`config.mk`:
```
export PLATFORM = sky130hd
export DESIGN_NAME = reg_scoreboard
export DESIGN_NICKNAME = d
export VERILOG_FILES = /design/src/rtl/reg_scoreboard.sv
export SDC_FILE = /design/constraint.sdc
export NUM_CORES = 1
export LEC_CHECK = 0
export ABC_AREA = 1
export CAP_MARGIN = 0
export CORE_UTILIZATION = 51
export CTS_BUF_LIST = sky130_fd_sc_hd__clkbuf_16
export DETAILED_ROUTE_END_ITERATION = 16
export GPL_ROUTABILITY_DRIVEN = 0
export PLACE_DENSITY_LB_ADDON = 0.25
export SLEW_MARGIN = 20
export SYNTH_ARGS = -nofsm -noshare
export SYNTH_HDL_FRONTEND = slang
export SYNTH_SLANG_ARGS = --single-unit
```
`constraint.sdc`:
```
create_clock -name clk -period 2 [get_ports clk]
set_input_delay 0.5 -clock clk [delete_from_list [all_inputs] [get_ports clk]]
set_output_delay 0.5 -clock clk [all_outputs]
set_load 0.02 [all_outputs]
```
`src/rtl/reg_scoreboard.sv`:
```
// Per-register pending-write scoreboard: decode posts destination writes with a latency class,
// per-register down-counters report source-operand hazards for two read ports.
module reg_scoreboard #(
   parameter int unsigned NREGS    = 8,
   parameter int unsigned AW       = $clog2(NREGS),
   parameter int unsigned LAT_ALU  = 2,
   parameter int unsigned LAT_MEM  = 1,
   parameter int unsigned LAT_LONG = 0,
   parameter int unsigned CW       = 3,
   parameter bit          ZERO_REG = 1'b0
) (
   input  logic                  clk,
   input  logic                  reset,
   input  logic                  memory_waiting,
   input  logic                  flush_decode,
   input  logic                  issue_valid,
   input  logic [AW-1:0]         issue_rd,
   input  logic [1:0]            issue_cls,
   input  logic                  wb_valid,
   input  logic [AW-1:0]         wb_rd,
   input  logic [AW-1:0]         rs_a,
   input  logic [AW-1:0]         rs_b,
   input  logic                  rs_a_en,
   input  logic                  rs_b_en,
   output logic                  hazard_a,
   output logic                  hazard_b,
   output logic                  hazard,
   output logic [NREGS-1:0]      busy,
   output logic [NREGS*CW-1:0]   cnt_flat
);

   localparam int unsigned SENT_I = (1 << CW) - 1;
   localparam int unsigned NPAD   = 1 << AW;
   localparam logic [CW-1:0] SENT = {CW{1'b1}};

   localparam logic [1:0] CLS_MEM  = 2'd1;
   localparam logic [1:0] CLS_LONG = 2'd2;

   // Latencies must stay below the wait-for-writeback sentinel
   if (LAT_ALU >= SENT_I || LAT_MEM >= SENT_I || LAT_LONG >= SENT_I) begin : g_lat_check
      $error("reg_scoreboard: latency parameter collides with sentinel");
   end

   logic [CW-1:0]   cnt_q [NREGS];
   logic [CW-1:0]   cnt_d [NREGS];
   logic [CW-1:0]   load_val;
   logic            issue_ok;
   logic [NPAD-1:0] busy_pad;

   // Count loaded for the issuing destination; reserved class behaves as ALU
   always_comb begin
      load_val = CW'(LAT_ALU);
      case (issue_cls)
         CLS_MEM:  load_val = CW'(LAT_MEM);
         CLS_LONG: load_val = (LAT_LONG == 0) ? SENT : CW'(LAT_LONG);
         default:  load_val = CW'(LAT_ALU);
      endcase
   end

   always_comb begin
      issue_ok = issue_valid & ~flush_decode & ~memory_waiting
                 & ~(ZERO_REG & (issue_rd == AW'(0)));
   end

   // Issue beats writeback clear; writeback clear on a sentinel beats the stall hold
   always_comb begin
      for (int unsigned r = 0; r < NREGS; r++) begin
         cnt_d[r] = cnt_q[r];
         if (issue_ok && (issue_rd == AW'(r))) begin
            cnt_d[r] = load_val;
         end else if (wb_valid && (wb_rd == AW'(r)) && (cnt_q[r] == SENT)) begin
            cnt_d[r] = '0;
         end else if (!memory_waiting && (cnt_q[r] != '0) && (cnt_q[r] != SENT)) begin
            cnt_d[r] = cnt_q[r] - CW'(1);
         end
         if (ZERO_REG && (r == 0)) begin
            cnt_d[r] = '0;
         end
      end
   end

   always_ff @(posedge clk or posedge reset) begin
      if (reset) begin
         for (int unsigned r = 0; r < NREGS; r++) begin
            cnt_q[r] <= '0;
         end
      end else begin
         for (int unsigned r = 0; r < NREGS; r++) begin
            cnt_q[r] <= cnt_d[r];
         end
      end
   end

   always_comb begin
      busy     = '0;
      cnt_flat = '0;
      for (int unsigned r = 0; r < NREGS; r++) begin
         busy[r]              = (cnt_q[r] != '0);
         cnt_flat[r*CW +: CW] = cnt_q[r];
      end
   end

   // Out-of-range source addresses (non power-of-two NREGS) read as not busy
   always_comb begin
      busy_pad = NPAD'(busy);
      hazard_a = rs_a_en & busy_pad[rs_a];
      hazard_b = rs_b_en & busy_pad[rs_b];
      hazard   = hazard_a | hazard_b;
   end

endmodule
```
==> metrics.md <==
| Metric | Value |
|---|---|
| Outcome | `finished with violations` |
| Failing checks | `negative setup slack` |
| Syn. warnings | `0` |
| Setup violators final | `3` |
| Clk buf depth | `2` |
| Antenna violations before repair | `0` |
| Vias in the first global route | `between 2000 and 3000` |
| Final Cycle Share | `1.05` |
| CP dominant cell by count | `nand3_2` |
| #FFs+latches synth | `24` |
| Reg2reg start | `cnt_flat[6]` |
| Worst Setup Start Kind | `flop` |
| Clk_skew | `roughly 1.7 ps` |
| Worst path cell trace | `inv_2 > ha_4 > inv_2 > nor2_2 > buf_6 > nand2_2 > nand3_2 > nand3_2 > nand3_2 > nand2_2 > buf_6` |
| Worst path max stage delay | `400 ps` |
| DP Worst Slack | `-590 ps` |
| Area grow syn2layout | `51.9%` |
| Min Hold Slack | `593 ps` |
| CTS Buf Count | `3` |
| CTS tree | `yes` |
| Initial Util | `0.537` |
| Clock Sinks | `24` |
| Vias per Instance | `5.74` |
| Critical path's top delay family | `simple AND/OR/NAND/NOR gates` |
| First-pass GRT wire length | `between 10000 and 15000 µm` |
| Setup CP Type | `flop to primary output` |
| Layout cell share with drive strength beyond 1 | `0.206` |
| Max Fanout on Critical Path | `3` |
| Die Span Y | `69.9 µm` |
| Half-perimeter wire length after placement | `roughly 5900 µm` |
| Chip width | `69.9 µm` |
| Routed Antenna Nets | `0` |
| Design area | `about 3600 µm²` |
| Core area | `4380 µm²` |
| Total track usage | `0.319` |
| # rows | `24` |
| Power density over the cells | `1550 nW/µm²` |
| Mapped Cells | `356` |
| Clock Pin Slew Worst Setup and Hold Paths | `60 ps` |
| ANT cells | `0` |
| RSZ-0062 raised after global routing | `yes` |
| Clk_lat worst skew | `260 ps` |
| Net Count, Synth | `between 400 and 500` |
| Reg2reg end | `cnt_flat[7]` |
| Max reg flops | `24` |
| Final setup TNS | `-237 ps` |
| Flop-to-flop setup slack | `280 ps` |
| 1st-pass router iterations | `5` |
| GR Overflow Total | `0` |
| Cell area after synthesis | `2350 µm²` |
| WP data required | `1500 ps` |
| Largest net degree at the start of global routing | `25` |
| I/O pin count | `57` |
| Worst-Margin Slew | `between 300 and 400 ps` |
| WL per Instance | `15.2 µm` |
| Worst r2r path cells | `9` |
| Arr. time, crit path | `1600 ps` |
| Nets | `519` |
| Worst Slack Setup Final | `-99.6 ps` |
| Placed cell area | `3370 µm²` |
| Fin crit period | `2100 ps` |
| CTS Hold Buffers Added | `0` |
| IO Port Bufs | `56` |
| H-tree Lvls | `1` |
| Max VDD drop | `between 0.8 and 0.9 mV` |
| Avg Synthesized Cell Area | `between 6 and 7 µm²` |
| Sequential fraction of the synthesis area | `0.255` |
| Final hold vios | `0` |
| Die area | `4890 µm²` |
| Max-cap violations | `0` |
| First DRT Iteration DRCs | `269` |
| Total number of vias | `between 2000 and 3000` |
| Hold Crit Class | `primary input to async pin` |
| Fmax | `476 MHz` |
| DRC Markers | `0` |
| P_leak | `1.95 nW` |
| Max-slew violations | `0` |
| Slowest CP cell | `dfrtp_1` |
| Unique masters post-synth | `18` |
| Max-slew headroom | `0.739` |
| Utilization after layout | `0.815` |
| CP Buf/Inv Count | `4` |
| Clock root cell | `clkbuf_16` |
| Setup crit end kind | `primary output` |
| Drt total wl | `about 7900 µm` |
## logic make-up after synthesis
group | synth area share
and+or+nand+nor | 0.481
DFF | 0.255
AOI/OAI and AO/OA | 0.00850
xor gates and xnor gates | 0.0298
buffers and inverters | 0.0872
adders and majority gates | 0.138
## how the worst max path moves through the flow
| stage | cells past startpoint | endpoint | startpoint |
|---|---|---|---|
| 6_report | 11 | hazard | cnt_flat[7] |
| 5_1_grt | 11 | hazard | cnt_flat[6] |
| 4_1_cts | 11 | hazard | cnt_flat[7] |
| 3_5_place_dp | 8 | hazard | rs_b[0] |
| 3_3_place_gp | 8 | hazard | rs_b[0] |
| 2_1_floorplan | 9 | hazard | cnt_flat[6] |
## power by group
part	internal, W	leakage [nW]	total [W]	switching [W]
Combinational	0.00198	1.62	0.00422	0.00225
Clock	0.000268	0.0385	0.000450	0.000182
Sequential	0.000735	0.294	0.000867	0.000132
Total	0.00298	1.95	0.00554	0.00256
## cells in the mapped netlist
library cell / count / share of area
ha_1: 26 / 0.14
nand3b_1: 11 / 0.035
inv_1: 48 / 0.077
and2_4: 2 / 0.0074
nand3_1: 80 / 0.17
nor2_2: 1 / 0.0027
o21ai_1: 1 / 0.0021
nand4_1: 16 / 0.043
buf_6: 1 / 0.0048
nand2_1: 108 / 0.17
dfrtp_1: 24 / 0.26
inv_2: 1 / 0.0016
xor2_1: 8 / 0.030
nand2_2: 6 / 0.016
buf_2: 2 / 0.0043
nor2_1: 16 / 0.026
o21ai_0: 3 / 0.0064
nor2_4: 2 / 0.0096
## through the flow
step,std cells,power (W)
final,522,0.00554
after global routing,522,0.00592
after CTS,520,0.00530
after detailed placement,514,0.00482
after global placement,514,0.00467
after floorplan,356,0.00296
## layer usage
layer / global-route usage / vias to the layer above / share of wire / wire (µm)
met5: 0 / - / 0 / 0
met2: 0.569 / 173 / 0.50 / 3970
met4: 0.129 / 0 / 0.022 / 175
li1: - / 1395 / - / -
met1: 0.387 / 1403 / 0.41 / 3220
met3: 0.0375 / 26 / 0.072 / 568
## final cells by class
cell class	count	area [µm²]
clock inverter	1	3.75
multi-input combinational	280	1640
tap	52	65.1
inverter	49	184
clock buffer	3	75.1
sequential	24	601
timing repair buffer	113	1010
fill	308	810
## placed cells by master, fill, tap and decap left out, types with 3 or more instances in the layout
cell type        netlist  final
ha_2                   0      3
buf_6                  1      6
dfrtp_1               24     24
clkdlybuf4s50_1        0     40
nand4_1               16     16
dlygate4sd2_1          0      8
nand3b_1              11     11
dlymetal6s2s_1         0      3
ha_4                   0      3
o21ai_0                3      3
buf_4                  0     53
inv_1                 48     43
nand3_2                0      6
clkbuf_16              0      3
nor2_1                16     15
nand2_1              108    105
ha_1                  26     20
inv_2                  1      6
nand2_2                6      8
xor2_1                 8      8
nand3_1               80     74
## worst register-to-register path, stage by stage (launching register included)
cell and delay, ps:
dfrtp_1 390, buf_4 130, buf_4 120, buf_4 130, ha_1 180, nand2_1 90, nand3b_1 260, nand3_1 170
nand2_1 90, nand2_1 60
## what timing repair did
item	CTS	global route
resized for setup	39	23
setup buffers	2	2
endpoints found under the setup margin	11	6
pin swaps	4	5
(Power assumes the default switching activity.)
